<file path="src/rtl/mul_pkg.sv">
// ============================================================================
// Module : mul_pkg
// Brief  : Shared operand-mode constants and types for the pipelined multiplier.
// Rev    : 1.0 - initial release
// ============================================================================
`default_nettype none

package mul_pkg;

    typedef logic mul_mode_t;

    localparam mul_mode_t MUL_MODE_UNSIGNED = 1'b0;
    localparam mul_mode_t MUL_MODE_SIGNED   = 1'b1;

endpackage : mul_pkg

`default_nettype wire

</file>
<file path="src/rtl/mul_pipe_stage.sv">
// ============================================================================
// Module : mul_pipe_stage
// Brief  : One elastic valid/ready register slice with a generic payload.
// Rev    : 1.0 - initial release
// ============================================================================
`default_nettype none

module mul_pipe_stage #(
    parameter int PAYLOAD_W = 1
) (
    input  logic                 clk,
    input  logic                 rst_n,
    input  logic                 in_valid_i,
    output logic                 in_ready_o,
    input  logic [PAYLOAD_W-1:0] in_data_i,
    output logic                 out_valid_o,
    input  logic                 out_ready_i,
    output logic [PAYLOAD_W-1:0] out_data_o
);

    logic                 valid_q, valid_d;
    logic [PAYLOAD_W-1:0] data_q,  data_d;

    // Loads when empty or when the held entry leaves this same cycle.
    assign in_ready_o = !valid_q || out_ready_i;

    always_comb begin
        valid_d = valid_q;
        data_d  = data_q;
        if (in_ready_o) begin
            valid_d = in_valid_i;
            if (in_valid_i) begin
                data_d = in_data_i;
            end
        end
    end

    always_ff @(posedge clk or negedge rst_n) begin
        if (!rst_n) begin
            valid_q <= 1'b0;
            data_q  <= '0;
        end else begin
            valid_q <= valid_d;
            data_q  <= data_d;
        end
    end

    assign out_valid_o = valid_q;
    assign out_data_o  = data_q;

endmodule : mul_pipe_stage

`default_nettype wire

</file>
<file path="src/rtl/mul_pipe.sv">
// ============================================================================
// Module : mul_pipe
// Brief  : Pipelined valid/ready signed/unsigned multiplier; optional
//          round/shift/saturate output when MUL_PIPE_RND_SAT_EN is defined.
// Rev    : 1.0 - initial release
// ============================================================================
`default_nettype none

module mul_pipe
    import mul_pkg::*;
#(
    parameter int WIDTH_MUL_INPUT1 = 8,
    parameter int WIDTH_MUL_INPUT2 = 8,
    parameter int WIDTH_MUL        = WIDTH_MUL_INPUT1 + WIDTH_MUL_INPUT2,
    parameter int NUM_STAGES       = 2,
    parameter int SHIFT            = 0,
    parameter int WIDTH_OUT        = WIDTH_MUL
) (
    input  logic                        clk,
    input  logic                        rst_n,
    input  logic                        in_valid,
    output logic                        in_ready,
    input  logic                        in_signed,
    input  logic [WIDTH_MUL_INPUT1-1:0] mul_input1,
    input  logic [WIDTH_MUL_INPUT2-1:0] mul_input2,
    output logic                        out_valid,
    input  logic                        out_ready,
    output logic [WIDTH_MUL-1:0]        mul,
    output logic                        mul_sat
);

    typedef struct packed {
        mul_mode_t            mode;
        logic [WIDTH_MUL-1:0] prod;
    } payload_t;

    localparam int PAYLOAD_W = $bits(payload_t);

    if (WIDTH_MUL_INPUT1 < 2 || WIDTH_MUL_INPUT2 < 2 || NUM_STAGES < 1 ||
        WIDTH_MUL != WIDTH_MUL_INPUT1 + WIDTH_MUL_INPUT2 ||
        SHIFT < 0 || SHIFT >= WIDTH_MUL || WIDTH_OUT < 2 || WIDTH_OUT > WIDTH_MUL) begin : g_bad_cfg
        $error("mul_pipe: illegal parameter combination");
    end

    logic [WIDTH_MUL-1:0] op1_ext, op2_ext;
    payload_t             in_pl;
    payload_t             last_pl;

    logic                 stg_valid [0:NUM_STAGES];
    logic                 stg_ready [0:NUM_STAGES];
    logic [PAYLOAD_W-1:0] stg_data  [0:NUM_STAGES];

    always_comb begin
        if (in_signed == MUL_MODE_SIGNED) begin
            op1_ext = {{WIDTH_MUL_INPUT2{mul_input1[WIDTH_MUL_INPUT1-1]}}, mul_input1};
            op2_ext = {{WIDTH_MUL_INPUT1{mul_input2[WIDTH_MUL_INPUT2-1]}}, mul_input2};
        end else begin
            op1_ext = {{WIDTH_MUL_INPUT2{1'b0}}, mul_input1};
            op2_ext = {{WIDTH_MUL_INPUT1{1'b0}}, mul_input2};
        end
        in_pl.mode = in_signed;
        in_pl.prod = op1_ext * op2_ext;
    end

    assign stg_valid[0]          = in_valid;
    assign stg_data[0]           = in_pl;
    assign in_ready              = stg_ready[0];
    assign stg_ready[NUM_STAGES] = out_ready;
    assign out_valid             = stg_valid[NUM_STAGES];
    assign last_pl               = payload_t'(stg_data[NUM_STAGES]);

    for (genvar k = 0; k < NUM_STAGES; k++) begin : g_stage
        mul_pipe_stage #(
            .PAYLOAD_W (PAYLOAD_W)
        ) u_stage (
            .clk         (clk),
            .rst_n       (rst_n),
            .in_valid_i  (stg_valid[k]),
            .in_ready_o  (stg_ready[k]),
            .in_data_i   (stg_data[k]),
            .out_valid_o (stg_valid[k+1]),
            .out_ready_i (stg_ready[k+1]),
            .out_data_o  (stg_data[k+1])
        );
    end

`ifdef MUL_PIPE_RND_SAT_EN
    localparam logic [WIDTH_MUL:0] ONE  = (WIDTH_MUL+1)'(1);
    localparam logic [WIDTH_MUL:0] BIAS = (ONE << SHIFT) >> 1;
    localparam logic [WIDTH_MUL:0] SMAX = (ONE << (WIDTH_OUT-1)) - ONE;
    localparam logic [WIDTH_MUL:0] SMIN = ~SMAX;
    localparam logic [WIDTH_MUL:0] UMAX = (ONE << WIDTH_OUT) - ONE;

    logic [WIDTH_MUL:0] rs_ext, rs_sum, rs_shift, rs_clamp;
    logic               rs_sat;

    // One guard bit keeps the rounding add exact for both signednesses.
    always_comb begin
        rs_ext = (last_pl.mode == MUL_MODE_SIGNED) ?
                 {last_pl.prod[WIDTH_MUL-1], last_pl.prod} : {1'b0, last_pl.prod};
        rs_sum = rs_ext + BIAS;
        if (last_pl.mode == MUL_MODE_SIGNED) begin
            rs_shift = $unsigned($signed(rs_sum) >>> SHIFT);
        end else begin
            rs_shift = rs_sum >> SHIFT;
        end
        rs_clamp = rs_shift;
        rs_sat   = 1'b0;
        if (last_pl.mode == MUL_MODE_SIGNED) begin
            if ($signed(rs_shift) > $signed(SMAX)) begin
                rs_clamp = SMAX;
                rs_sat   = 1'b1;
            end else if ($signed(rs_shift) < $signed(SMIN)) begin
                rs_clamp = SMIN;
                rs_sat   = 1'b1;
            end
        end else if (rs_shift > UMAX) begin
            rs_clamp = UMAX;
            rs_sat   = 1'b1;
        end
    end

    assign mul     = rs_clamp[WIDTH_MUL-1:0];
    assign mul_sat = rs_sat;
`else
    assign mul     = last_pl.prod;
    assign mul_sat = 1'b0;
`endif

endmodule : mul_pipe

`default_nettype wire

</file>
<file path="config.mk">
export PLATFORM = sky130hd
export DESIGN_NAME = mul_pipe
export DESIGN_NICKNAME = d
export VERILOG_FILES = /design/src/rtl/mul_pkg.sv /design/src/rtl/mul_pipe_stage.sv /design/src/rtl/mul_pipe.sv
export SDC_FILE = /design/constraint.sdc
export NUM_CORES = 1
export LEC_CHECK = 0
export ABC_AREA = 1
export CAP_MARGIN = 40
export CORE_ASPECT_RATIO = 1.4
export CORE_MARGIN = 5
export CORE_UTILIZATION = 55
export DETAILED_ROUTE_END_ITERATION = 8
export PLACE_DENSITY = 0.78
export SLEW_MARGIN = 40
export SYNTH_ARGS = -nofsm -noshare
export SYNTH_HDL_FRONTEND = slang
export SYNTH_HIERARCHICAL = 1
export SYNTH_SLANG_ARGS = --single-unit
</file>
<file path="constraint.sdc">
create_clock -name clk -period 1.4 [get_ports clk]
set_clock_uncertainty 0.2 [all_clocks]
set_input_delay 0.28 -clock clk [delete_from_list [all_inputs] [get_ports clk]]
set_output_delay 0.28 -clock clk [all_outputs]
set_load 0.05 [all_outputs]
</file>
==> results.json <==
{
  "place.gp.congestion": 0.941,
  "antenna_found_initial": 0,
  "rows": 42,
  "grt_setup_unrepaired": "yes",
  "fin_crit_sh": 3.56,
  "setup_viol": 16,
  "wl_per_cell_um": 17.7,
  "min_path_type": "in2async",
  "syn_nets": 862,
  "grt_pass1_vias": 5643,
  "pin_count": 40,
  "crit_chain": "buf_8 -> buf_6 -> nand2_2 -> inv_1 -> fa_1 -> inv_2 -> fa_1 -> inv_1 -> fa_1 -> inv_2 -> fa_1 -> inv_2 -> fa_1 -> inv_1 -> fa_1 -> inv_2 -> ha_4 -> nand2_1 -> nor2_2 -> nand3_1 -> nand4_1 -> xor2_1 -> nand3_1 -> nand2_1",
  "violations": "setup timing",
  "utilization": 0.819,
  "drtIter0Drc": 288,
  "place_ws_ns": -4.45,
  "gr-total-overflow": 0,
  "grtUsageTotal": 0.258,
  "grt_pass1_wl_um": 24600,
  "drc": 0,
  "drive_gt1_frac": 0.383,
  "clock.fmax_mhz": 201,
  "grt_max_degree": 35,
  "die-height_um": 127,
  "core_mm2": 0.00956,
  "arrival_ns": 4.99,
  "max_cap_violations": 0,
  "power_leakage_nw": 4.42,
  "die_w_um": 93.8,
  "htreeDepth": 2,
  "firstDrtPassIters": 5,
  "slowest_delay_ns": 0.51,
  "dp.final_hpwl_um": 11100,
  "layout_commonest_cell": "nand2_1",
  "worst_path_most_repeated_cell": "fa_1",
  "place_area_mm2": 0.00680,
  "status": "finished with violations",
  "power.density_mw_per_mm2": 2080,
  "finalWirelength_um": 17500,
  "worstSetupEndpointType": "flip-flop",
  "yosys_warnings": 6,
  "path_max_fanout": 6,
  "fin_ws_ns": -3.58,
  "die_area_mm2": 0.0120,
  "cts.clk_slew.worst_paths_ns": 0.05,
  "n_antenna_cell": 0,
  "cts_max_path_buffers": 2,
  "finalCriticalPeriod_ns": 4.98,
  "port_buffers": 38,
  "drv_slew": 0,
  "cp.required_ns": 1.42,
  "critPathLaunchType": "input port",
  "avgSynthCellArea_um2": 7.54,
  "viasPerCell": 5.28,
  "critPathSlowestCell": "fa_1",
  "hold_violations": 0,
  "crit_type": "in2reg",
  "cts_tree": "built",
  "root_buffer": "clkbuf_16",
  "synthCells": 718,
  "initial_core_util": 0.566,
  "cts_buffers": 5,
  "antenna_left": 0,
  "cts.sinks": 34,
  "fin_nets": 997,
  "synth_area_mm2": 0.00541,
  "mostFrequentLayoutCells": "nand2_1, inv_1, buf_4",
  "vdd_ir_drop_max_mv": 1.46,
  "vias": 5203,
  "fin_area_mm2": 0.00784,
  "clock_latency_ns": 0.28,
  "syn_to_final_growth_pct": 44.8
}
==> final cells by class <==
class,count,area [um2]
clock buffers,7,143
clock inverters,1,5.00
fillers,534,1730
inverters,202,763
multi-input cells,455,4290
flip-flops and latches,34,852
well taps,132,165
repair buffers,155,1620
==> through the flow <==
| step | std cells | TNS (ns) | hold WS [ns] | total power, mW |
|---|---|---|---|---|
| floorplan | 718 | -35.69 | -0.216 | 8.56 |
| global placement | 949 | -49.98 | 0.257 | 11.7 |
| detailed placement | 949 | -52.01 | 0.261 | 12.1 |
| CTS | 979 | -35.70 | 0.224 | 14.7 |
| global route | 986 | -38.87 | 0.246 | 17.5 |
| finish | 986 | -37.01 | 0.218 | 16.3 |
==> registers in the layout, summed over array words and instances (netlist names) <==
| register | flops |
|---|---|
| g_stage.u_stage/out_data_o | 32 |
| g_stage.u_stage/out_valid_o | 2 |
==> path summary, 6_finish.rpt <==
check / cells after the start / slack (ns) / end / start
setup / recovery: 24 / -3.58 / g_stage[0].u_stage/out_data_o[14] / mul_input1[7]
hold / removal: 2 / 0.22 / g_stage[0].u_stage/out_data_o[0] / rst_n
setup reg to reg: 6 / 0.01 / g_stage[1].u_stage/out_data_o[1] / g_stage[1].u_stage/out_valid_o
hold reg to reg: 2 / 0.28 / g_stage[0].u_stage/out_data_o[7] / g_stage[0].u_stage/out_data_o[7]
max in group asynchronous: 2 / 0.59 / g_stage[1].u_stage/out_valid_o / rst_n
min in group clk: 2 / 0.28 / g_stage[0].u_stage/out_data_o[7] / g_stage[0].u_stage/out_data_o[7]
==> routing by layer <==
metal  part of all wire  wire length (um)  global-route usage  vias to the layer above
li1                   -                 -                   -                     2346
met4              0.082              1430               0.145                        0
met1               0.32              5600               0.242                     2495
met5                  0                 0                   0                        -
met2               0.55              9650               0.521                      254
met3              0.044               772              0.0241                      108
==> what timing repair did <==
item	in CTS	in global routing
hold buffers	0	0
gates resized for setup	205	70
endpoints found under the hold margin	0	0
buffers inserted	22	8
setup endpoints to repair	17	24
pin swaps	86	46
==> report_power, final <==
part	leakage, nW	internal, mW	switching (mW)
logic	3.92	6.33	7.07
clock network	0.0739	0.704	0.380
registers	0.422	1.42	0.363
==> worst max-delay path, delay by kind of cell <==
kind	cells	cell delay, ns
buffers and inverters	9	0.62
XOR/XNOR	1	0.15
adder cells (fa/ha/maj)	7	3.29
AND/OR/NAND/NOR	7	0.64
Power figures use the tool's default switching activity.
